==> src/rtl/l4_expand_ctrl_pkg.sv <==
// Shared L4 declarations: array command and cell codes, controller states,
// and the per-state array control word.
package l4_expand_ctrl_pkg;

    typedef enum logic [1:0] {
        CMD_CLEARX = 2'b00,
        CMD_WRITE  = 2'b01,
        CMD_EXPAND = 2'b10,
        CMD_READ   = 2'b11
    } l4_cmd_e;

    typedef enum logic [1:0] {
        CELL_FREE     = 2'b00,
        CELL_BLOCKED  = 2'b01,
        CELL_EXPANDED = 2'b10,
        CELL_TARGET   = 2'b11
    } l4_cell_e;

    typedef enum logic [2:0] {
        S_IDLE,
        S_CLR,
        S_HEXP,
        S_VSWEEP,
        S_CHECK,
        S_FIN
    } ctrl_state_e;

    typedef struct packed {
        l4_cmd_e cmd;
        logic    pref_ew;
        logic    pref_ns;
        logic    pref_ud;
        logic    busy;
        logic    done;
    } arr_ctl_t;

    // Array-facing control word presented while the FSM sits in state s.
    function automatic arr_ctl_t ctl_of(input ctrl_state_e s);
        arr_ctl_t c;
        c = '{cmd: CMD_READ, pref_ew: 1'b0, pref_ns: 1'b0, pref_ud: 1'b0,
              busy: 1'b0, done: 1'b0};
        case (s)
            S_CLR: begin
                c.cmd  = CMD_CLEARX;
                c.busy = 1'b1;
            end
            S_HEXP: begin
                c.cmd     = CMD_EXPAND;
                c.pref_ew = 1'b1;
                c.pref_ns = 1'b1;
                c.busy    = 1'b1;
            end
            S_VSWEEP: begin
                c.cmd     = CMD_EXPAND;
                c.pref_ud = 1'b1;
                c.busy    = 1'b1;
            end
            S_CHECK: c.busy = 1'b1;
            S_FIN:   c.done = 1'b1;
            default: ;
        endcase
        return c;
    endfunction

endpackage

==> src/rtl/l4_expand_ctrl_sweep_cnt.sv <==
// Layer-sweep counter: counts consecutive enabled cycles modulo NLAYERS and
// flags the last one so the layer ring always completes a full revolution.
module l4_expand_ctrl_sweep_cnt #(
    parameter int NLAYERS = 8
) (
    input  logic i_clk,
    input  logic i_rst_n,
    input  logic i_en,
    output logic o_tc
);

    localparam int CW = (NLAYERS > 1) ? $clog2(NLAYERS) : 1;
    localparam logic [CW-1:0] LAST = CW'(NLAYERS - 1);

    logic [CW-1:0] r_cnt;

    always_ff @(posedge i_clk or negedge i_rst_n) begin
        if (!i_rst_n) begin
            r_cnt <= '0;
        end else if (!i_en || r_cnt == LAST) begin
            r_cnt <= '0;
        end else begin
            r_cnt <= r_cnt + 1'b1;
        end
    end

    assign o_tc = i_en && (r_cnt == LAST);

endmodule

==> src/rtl/l4_expand_ctrl.sv <==
// L4 wavefront expansion controller: sequences clear, horizontal expand and
// full vertical layer sweeps, with an optional etch retry pass.
module l4_expand_ctrl
    import l4_expand_ctrl_pkg::*;
#(
    parameter int NLAYERS = 8,
    parameter int STEPW   = 10
) (
    input  logic             i_clk,
    input  logic             i_rst_n,
    input  logic             i_start,
    input  logic             i_abort,
    input  logic             i_etch_ok,
    input  logic             i_ext_mode,
    input  logic [STEPW-1:0] i_max_steps,
    input  logic             i_exp_n,
    input  logic             i_hit_n,
    output logic [1:0]       o_cmd,
    output logic             o_pref_ew,
    output logic             o_pref_ns,
    output logic             o_pref_ud,
    output logic             o_etch_enb,
    output logic             o_extend,
    output logic             o_busy,
    output logic             o_done,
    output logic             o_found,
    output logic             o_fail,
    output logic [STEPW-1:0] o_steps
);

    ctrl_state_e      r_state;
    arr_ctl_t         r_ctl;
    logic             r_etch_enb, r_found, r_fail;
    logic             r_etch_ok, r_ext_mode;
    logic             r_any_exp, r_hit, r_abort;
    logic [STEPW-1:0] r_steps, r_max_steps;
    logic [STEPW-1:0] w_steps_inc;
    logic             w_sweep_en, w_tc;

    function automatic logic [STEPW-1:0] sat_inc(input logic [STEPW-1:0] v);
        return (&v) ? v : v + STEPW'(1);
    endfunction

    assign w_sweep_en  = (r_state == S_VSWEEP);
    assign w_steps_inc = sat_inc(r_steps);

    l4_expand_ctrl_sweep_cnt #(.NLAYERS(NLAYERS)) u_sweep (
        .i_clk  (i_clk),
        .i_rst_n(i_rst_n),
        .i_en   (w_sweep_en),
        .o_tc   (w_tc)
    );

    always_ff @(posedge i_clk or negedge i_rst_n) begin
        if (!i_rst_n) begin
            r_state     <= S_IDLE;
            r_ctl       <= ctl_of(S_IDLE);
            r_etch_enb  <= 1'b0;
            r_found     <= 1'b0;
            r_fail      <= 1'b0;
            r_etch_ok   <= 1'b0;
            r_ext_mode  <= 1'b0;
            r_any_exp   <= 1'b0;
            r_hit       <= 1'b0;
            r_abort     <= 1'b0;
            r_steps     <= '0;
            r_max_steps <= '0;
        end else begin
            if (r_state == S_HEXP || r_state == S_VSWEEP) begin
                if (!i_exp_n) r_any_exp <= 1'b1;
                if (!i_hit_n) r_hit <= 1'b1;
            end
            case (r_state)
                S_IDLE: begin
                    if (i_start) begin
                        r_etch_ok   <= i_etch_ok;
                        r_ext_mode  <= i_ext_mode;
                        r_max_steps <= i_max_steps;
                        r_steps     <= '0;
                        r_etch_enb  <= 1'b0;
                        r_found     <= 1'b0;
                        r_any_exp   <= 1'b0;
                        r_hit       <= 1'b0;
                        r_abort     <= 1'b0;
                        // A zero step budget can never be met: fail without touching the array.
                        if (i_max_steps == '0) begin
                            r_state <= S_FIN;
                            r_ctl   <= ctl_of(S_FIN);
                            r_fail  <= 1'b1;
                        end else begin
                            r_state <= S_CLR;
                            r_ctl   <= ctl_of(S_CLR);
                            r_fail  <= 1'b0;
                        end
                    end
                end
                S_CLR: begin
                    if (i_abort) begin
                        r_state <= S_FIN;  r_ctl  <= ctl_of(S_FIN);
                        r_etch_enb <= 1'b0; r_fail <= 1'b1;
                    end else begin
                        r_state   <= S_HEXP;
                        r_ctl     <= ctl_of(S_HEXP);
                        r_any_exp <= 1'b0;
                    end
                end
                S_HEXP: begin
                    if (i_abort) begin
                        r_state <= S_FIN;  r_ctl  <= ctl_of(S_FIN);
                        r_etch_enb <= 1'b0; r_fail <= 1'b1;
                    end else begin
                        r_state <= S_VSWEEP;
                        r_ctl   <= ctl_of(S_VSWEEP);
                    end
                end
                S_VSWEEP: begin
                    // Abort and hit only take effect once the ring is back in alignment.
                    if (i_abort) r_abort <= 1'b1;
                    if (w_tc) begin
                        if (r_abort || i_abort) begin
                            r_state <= S_FIN;  r_ctl  <= ctl_of(S_FIN);
                            r_etch_enb <= 1'b0; r_fail <= 1'b1;
                        end else if (r_hit || !i_hit_n) begin
                            r_state <= S_FIN;  r_ctl   <= ctl_of(S_FIN);
                            r_etch_enb <= 1'b0; r_found <= 1'b1;
                        end else begin
                            r_state <= S_CHECK;
                            r_ctl   <= ctl_of(S_CHECK);
                        end
                    end
                end
                S_CHECK: begin
                    if (i_abort) begin
                        r_state <= S_FIN;  r_ctl  <= ctl_of(S_FIN);
                        r_etch_enb <= 1'b0; r_fail <= 1'b1;
                    end else if (!r_any_exp || w_steps_inc >= r_max_steps) begin
                        if (r_etch_ok && !r_etch_enb) begin
                            r_etch_enb <= 1'b1;
                            r_steps    <= '0;
                            r_state    <= S_CLR;
                            r_ctl      <= ctl_of(S_CLR);
                        end else begin
                            r_steps <= w_steps_inc;
                            r_state <= S_FIN;  r_ctl  <= ctl_of(S_FIN);
                            r_etch_enb <= 1'b0; r_fail <= 1'b1;
                        end
                    end else begin
                        r_steps   <= w_steps_inc;
                        r_any_exp <= 1'b0;
                        r_state   <= S_HEXP;
                        r_ctl     <= ctl_of(S_HEXP);
                    end
                end
                S_FIN: begin
                    r_state <= S_IDLE;
                    r_ctl   <= ctl_of(S_IDLE);
                end
                default: begin
                    r_state <= S_IDLE;
                    r_ctl   <= ctl_of(S_IDLE);
                end
            endcase
        end
    end

    assign o_cmd      = r_ctl.cmd;
    assign o_pref_ew  = r_ctl.pref_ew;
    assign o_pref_ns  = r_ctl.pref_ns;
    assign o_pref_ud  = r_ctl.pref_ud;
    assign o_busy     = r_ctl.busy;
    assign o_done     = r_ctl.done;
    assign o_etch_enb = r_etch_enb;
    assign o_extend   = r_ctl.busy & r_ext_mode;
    assign o_found    = r_found;
    assign o_fail     = r_fail;
    assign o_steps    = r_steps;

endmodule

==> config.mk <==
export PLATFORM = sky130hd
export DESIGN_NAME = l4_expand_ctrl
export DESIGN_NICKNAME = d
export VERILOG_FILES = /design/src/rtl/l4_expand_ctrl_pkg.sv /design/src/rtl/l4_expand_ctrl_sweep_cnt.sv /design/src/rtl/l4_expand_ctrl.sv
export SDC_FILE = /design/constraint.sdc
export NUM_CORES = 1
export LEC_CHECK = 0
export CORE_ASPECT_RATIO = 1.75
export CORE_MARGIN = 4
export CORE_UTILIZATION = 58
export CTS_CLUSTER_DIAMETER = 30
export DETAILED_ROUTE_END_ITERATION = 12
export GPL_TIMING_DRIVEN = 0
export PLACE_DENSITY = 0.86
export SLEW_MARGIN = 30
export SYNTH_ARGS = -nofsm -noshare
export SYNTH_HDL_FRONTEND = slang
export SYNTH_HIERARCHICAL = 1
export SYNTH_SLANG_ARGS = --single-unit
export TNS_END_PERCENT = 10
==> constraint.sdc <==
create_clock -name i_clk -period 4.8 [get_ports i_clk]
set_clock_uncertainty 0.05 [all_clocks]
set_input_delay 0.48 -clock i_clk [delete_from_list [all_inputs] [get_ports i_clk]]
set_output_delay 0.48 -clock i_clk [all_outputs]
set_load 0.02 [all_outputs]
Word level (Yosys, flattened, before mapping)
Index checks and enable logic that the tools add are counted.
- register bits after elaboration: 41
- input port bits: 18
- logic and storage cells: 126
- add/sub/neg operators: 2
- magnitude comparators: 1
- equal/unequal tests: 16
- multiplexer cells: 63
- bitwise operators: 1
- reductions and logical operators: 25
- operators with widths (kind ; count):
    $mux W10 ; 5
    $mux W7 ; 6
    $pmux W7 S5 ; 1
    $mux W1 ; 31
    $mux W3 ; 9
    $pmux W10 S2 ; 1
    $pmux W3 S5 ; 1
    $ne A2 B2 Y1 const B ; 7
    $mux W6 ; 2
    $add A10 B1 Y10 const B ; 1
    $ge A10 B10 Y1 ; 1
    $logic_not A10 Y1 ; 1
    $reduce_and A10 Y1 ; 1
    $ne A3 B3 Y1 const B ; 3
    $pmux W1 S4 ; 2
    $reduce_and A7 Y1 ; 1
    $eq A3 B2 Y1 const B ; 2
    $eq A3 B3 Y1 const B ; 2
    $reduce_and A3 Y1 ; 2
    $reduce_and A6 Y1 ; 1
    $logic_or A1 B1 Y1 ; 5
    $reduce_and A5 Y1 ; 1
    $logic_not A1 Y1 ; 4
    $mux W2 ; 2
    other kinds (12) ; 16

Logic depth before layout (Yosys ltp)
- depth after elaboration: 7
- mapped depth: 13
- gate-level depth less buffers: 12

By module
The synthesis kept the hierarchy.
- by module, submodules not included (module ; instances ; cells an instance ; area each (um^2) ; sequential area each (um^2)):
    l4_expand_ctrl ; 1 ; 265 ; 2326.0 ; 928.4
    l4_expand_ctrl_sweep_cnt ; 1 ; 9 ; 137.6 ; 75.1

Worst setup path after synthesis
OpenSTA, ideal clock, no wires.
- kind: register to register
- start: register r_steps[1] (netlist: o_steps[1])
- end: register r_fail (netlist: o_fail)
- arrival time: 2.884 ns
- path slack: 1.787 ns
- cell stages (with the launch flop): 13
- period minus slack after synthesis: 3.013 ns
- path through: dfrtp_1 ha_1 and3_1 nand4_2 nand4_1 xnor2_1 ha_1 a211oi_1 nor2_1 a2bb2oi_1 nor3_1 o21ai_0 mux2i_1
- longest elaborated chain between the ends: 6
- elaborated cells on any way between the ends: 7
- classes of those cells: add/sub (1); order compare (1); eq/ne (1); mux (1); reduce/logical (3)
- ends and longest elaborated chain (what ; line ; RTL):
    start, declared ; l4_expand_ctrl.sv:36 ; logic [STEPW-1:0] r_steps, r_max_steps;
    start signal, assigned ; l4_expand_ctrl.sv:143 ; r_steps <= w_steps_inc;
    start signal, assigned ; l4_expand_ctrl.sv:148 ; r_steps <= w_steps_inc;
    $add A10 B1 Y10 / $reduce_and A10 Y1 (equally long branches) ; l4_expand_ctrl.sv:41 ; return (&v) ? v : v + STEPW'(1);
    $mux W10 * ; l4_expand_ctrl.sv:41 ;
    $ge A10 B10 Y1 * ; l4_expand_ctrl.sv:136 ; end else if (!r_any_exp || w_steps_inc >= r_max_steps) begin
    $logic_or A1 B1 Y1 * ; l4_expand_ctrl.sv:136 ;
    $ne A3 B3 Y1 (no source line) * ; - ;
    $reduce_and A7 Y1 (no source line) * ; - ;
    end signal, assigned ; l4_expand_ctrl.sv:122 ; r_etch_enb <= 1'b0; r_fail <= 1'b1;
    end signal, assigned ; l4_expand_ctrl.sv:135 ; r_etch_enb <= 1'b0; r_fail <= 1'b1;
    end signal, assigned ; l4_expand_ctrl.sv:145 ; r_etch_enb <= 1'b0; r_fail <= 1'b1;
    end, declared ; l4_expand_ctrl.sv:33 ; logic r_etch_enb, r_found, r_fail;
Mark *: on every way between the ends. The rest lies on a longest branch, timed or not.
A chain may end at the register's enable or synchronous reset.

Worst setup path after layout
Ends and elaborated chain as after synthesis.

==> flow_summary_export.csv <==
group,metric,value,unit
sta,relSlewSlack,0.576,
logic_synthesis,ys.warnings.count,6,
grt,first_global_vias,2251,
logic_synthesis,syn_area,2460,um^2
drt,postRouteAntennaNets,0,
power_and_ir_drop,clkPwrFrac,0.150,
final_layout,antenna_cells,0,
floorplan,die_h,94.2,um
clocking,root_buffer,"clkbuf_8",
placed_design,placed_area,2930,um^2
worst_setup_path,worstPathMaxFanout,8,
placed_design,place_congestion,0.928,
flow_run,drv_cap,0,
drt,totalWireLength,6370,um
sta,worstMarginPinSlew,634,ps
worst_setup_path,ff2ff_path_depth,12,
drt,drc,0,
worst_setup_path,end_kind,"flop",
grt,grt_max_degree,22,
final_layout,area_delta_synth_final,22.7,%
logic_synthesis,netlist_instances,274,
logic_synthesis,synthFlopType,"dfrtp_1",
power_and_ir_drop,p_int,901,uW
final_layout,drive_gt1_frac,0.109,
power_and_ir_drop,swShare,0.422,
sta,setup_viol,0,
clocking,cts_setup_buffers,0,
worst_setup_path,cp_data_arrival_time,3740,ps
drt,viasPerCell,6.02,
clocking,htreeDepth,2,
clocking,cts_resized,0,
sta,fin_setup_tns,0,ps
clocking,cts_tree,"done",
power_and_ir_drop,power_frac_comb,0.517,
grt,track_usage,0.249,
grt,antenna_found_initial,0,
logic_synthesis,synth_seq_cells,40,
clocking,numCtsBuffers,5,
clocking,clk_latency,290,ps
placed_design,io_buffers,38,
final_layout,fin_util,0.735,
worst_setup_path,critPathKind,"flop to flop",
floorplan,die_area,5400,um^2
logic_synthesis,synth_nets,305,
logic_synthesis,synth_edf_count,0,
worst_setup_path,critPathLaunchType,"flop",
logic_synthesis,synthArstFlopShare,1.00,
worst_setup_path,cp.required,4970,ps
sta,drv_slew,0,
power_and_ir_drop,seq_power_share,0.333,
grt,grt_pass1_wl,10500,um
drt,via_count,2227,
grt,grt_overflow,0,
sta,period_minus_slack,3580,ps
power_and_ir_drop,p_per_area,516,nW/um^2
drt,wl_per_cell,17.2,um
drt,drt_iter0_drc,130,
floorplan,num_io_pins,39,
clocking,path_clk_slew,80,ps
logic_synthesis,seq_area_frac_synth,0.407,
sta,rsz0062_at_grt,"false",
floorplan,core_region_area,4110,um^2
clocking,clock_sinks,40,
power_and_ir_drop,p_sw,658,uW
drt,drt_first_pass_iters,4,
worst_setup_path,critPathLaunch,"o_steps[1]",
final_layout,nets,351,
final_layout,fin_area,3020,um^2
power_and_ir_drop,vdd_ir_drop_max,314,uV
worst_setup_path,r2r_start,"o_steps[1]",
logic_synthesis,synth.distinct_cells,56,
sta,hold_violations,0,
floorplan,rows,31,
power_and_ir_drop,leakagePower,0.00139,uW
placed_design,dp_hpwl,4990,um
logic_synthesis,synth_area_per_cell,8.99,um^2
clocking,hold_buffers,0,
floorplan,die_w,57.3,um
outcome,status,"completed",
worst_hold_path,hold_class,"primary input to async pin",
sta,max_freq,280,MHz
power_and_ir_drop,finalPower,1560,uW
floorplan,start_util,0.599,
clocking,max-clock-path-buffers,2,
sta,post-route-period-util,0.745,
synthesized netlist by cell type, drive strengths merged, types with 2 or more instances:
cell type	n	share of area
dfrtp	38	0.39
buf	9	0.022
and2	4	0.011
nand4	5	0.015
mux2	3	0.015
nor3	6	0.012
nand2	33	0.051
a22o	9	0.032
o22ai	2	0.0051
xnor2	5	0.018
nand3	8	0.018
ha	13	0.066
nor3b	4	0.016
or4	2	0.0076
and3	4	0.012
o21ai	22	0.045
a21o	3	0.0091
dfstp	2	0.021
nor2b	4	0.010
nor2	29	0.044
o31ai	2	0.0061
a21oi	14	0.031
a31oi	5	0.013
a211oi	3	0.011
a32o	3	0.012
nor4	2	0.011
inv	14	0.021
clkbuf	5	0.0076
and3b	2	0.0071
nand2b	6	0.015
logic make-up (layout without fill, tap and decap cells):
logic type,Yosys count,count (layout),share of synthesized area
AO/OA/AOI/OAI,71,71,0.194
XOR/XNOR,6,6,0.0213
adder cells (fa/ha/maj),13,13,0.0660
buffers and inverters,28,75,0.0508
flip-flops,40,40,0.407
multiplexers,4,4,0.0193
AND/OR/NAND/NOR,112,112,0.241
worst max-delay path, stage by stage (launching register included):
cell,delay (ps)
dfrtp_1,500
ha_1,340
and3_1,250
nand4_2,260
nand3_1,180
nor2_1,60
xor2_1,210
ha_1,290
a41oi_1,210
a2bb2oi_1,450
nor3_1,170
o21ai_0,330
mux2i_1,220
cell type report:
cell class	instances	area, um^2
plain buffers	14	72.6
clock buffers	7	86.3
clock inverters	1	7.51
fillers	318	1090
inverters	14	52.6
multi-input cells	206	1340
flip-flops and latches	40	1000
well taps	49	61.3
repair buffers	39	403
cell usage in the layout (no fill, tap or decap), types with 3 or more instances in the layout:
master	n
a21o_1	3
a21oi_1	12
a22o_1	9
a31oi_1	5
a32o_1	3
and2_1	3
and3_1	3
buf_2	5
buf_4	4
clkbuf_1	6
clkbuf_8	6
clkdlybuf4s50_1	37
dfrtp_1	38
ha_1	13
inv_1	14
nand2_1	32
nand2b_1	6
nand3_1	7
nand4_1	4
nor2_1	29
nor2b_1	4
nor3_1	6
o21ai_0	22
xnor2_1	5
layer usage:
| metal | track usage | part of all wire | wire, um |
|---|---|---|---|
| met1 | 0.270 | 0.37 | 2380 |
| met2 | 0.479 | 0.57 | 3630 |
| met3 | 0.0261 | 0.030 | 188 |
| met4 | 0.0967 | 0.026 | 166 |
| met5 | 0 | 0 | 0 |
sequential cells by signal, summed over array words and instances (netlist names):
name / count
r_any_exp: 1
r_abort: 1
o_pref_ew: 1
o_busy: 1
o_pref_ud: 1
o_cmd: 2
o_steps: 10
o_found: 1
r_hit: 1
r_state: 3
r_etch_ok: 1
u_sweep/r_cnt: 3
o_etch_enb: 1
o_done: 1
r_ext_mode: 1
r_max_steps: 10
o_fail: 1
final timing paths:
check	to	slack, ps
setup reg to reg	o_fail	1220
max in group asynchronous	o_cmd[0]	4050
min in group i_clk	u_sweep/r_cnt[0]	410
hold reg to reg	u_sweep/r_cnt[0]	410
setup / recovery	o_fail	1220
hold / removal	r_max_steps[2]	90
power groups by stage:
stage | Clock [uW] | Sequential [uW] | Combinational (uW)
finish | 234 | 519 | 806
global route | 254 | 531 | 897
detailed placement | 0 | 524 | 801
global placement | 0 | 522 | 782
floorplan | 0 | 548 | 511
CTS | 237 | 520 | 805
metrics by stage:
stage	setup WS, ps	hold slack [ps]	cells
2_1_floorplan	1790	134	274
5_1_grt	930	111	370
6_report	1220	91.8	370
4_1_cts	1250	100	370
3_5_place_dp	1300	397	362
3_3_place_gp	1380	389	361
Note: power is estimated with default switching activity, not from simulation.
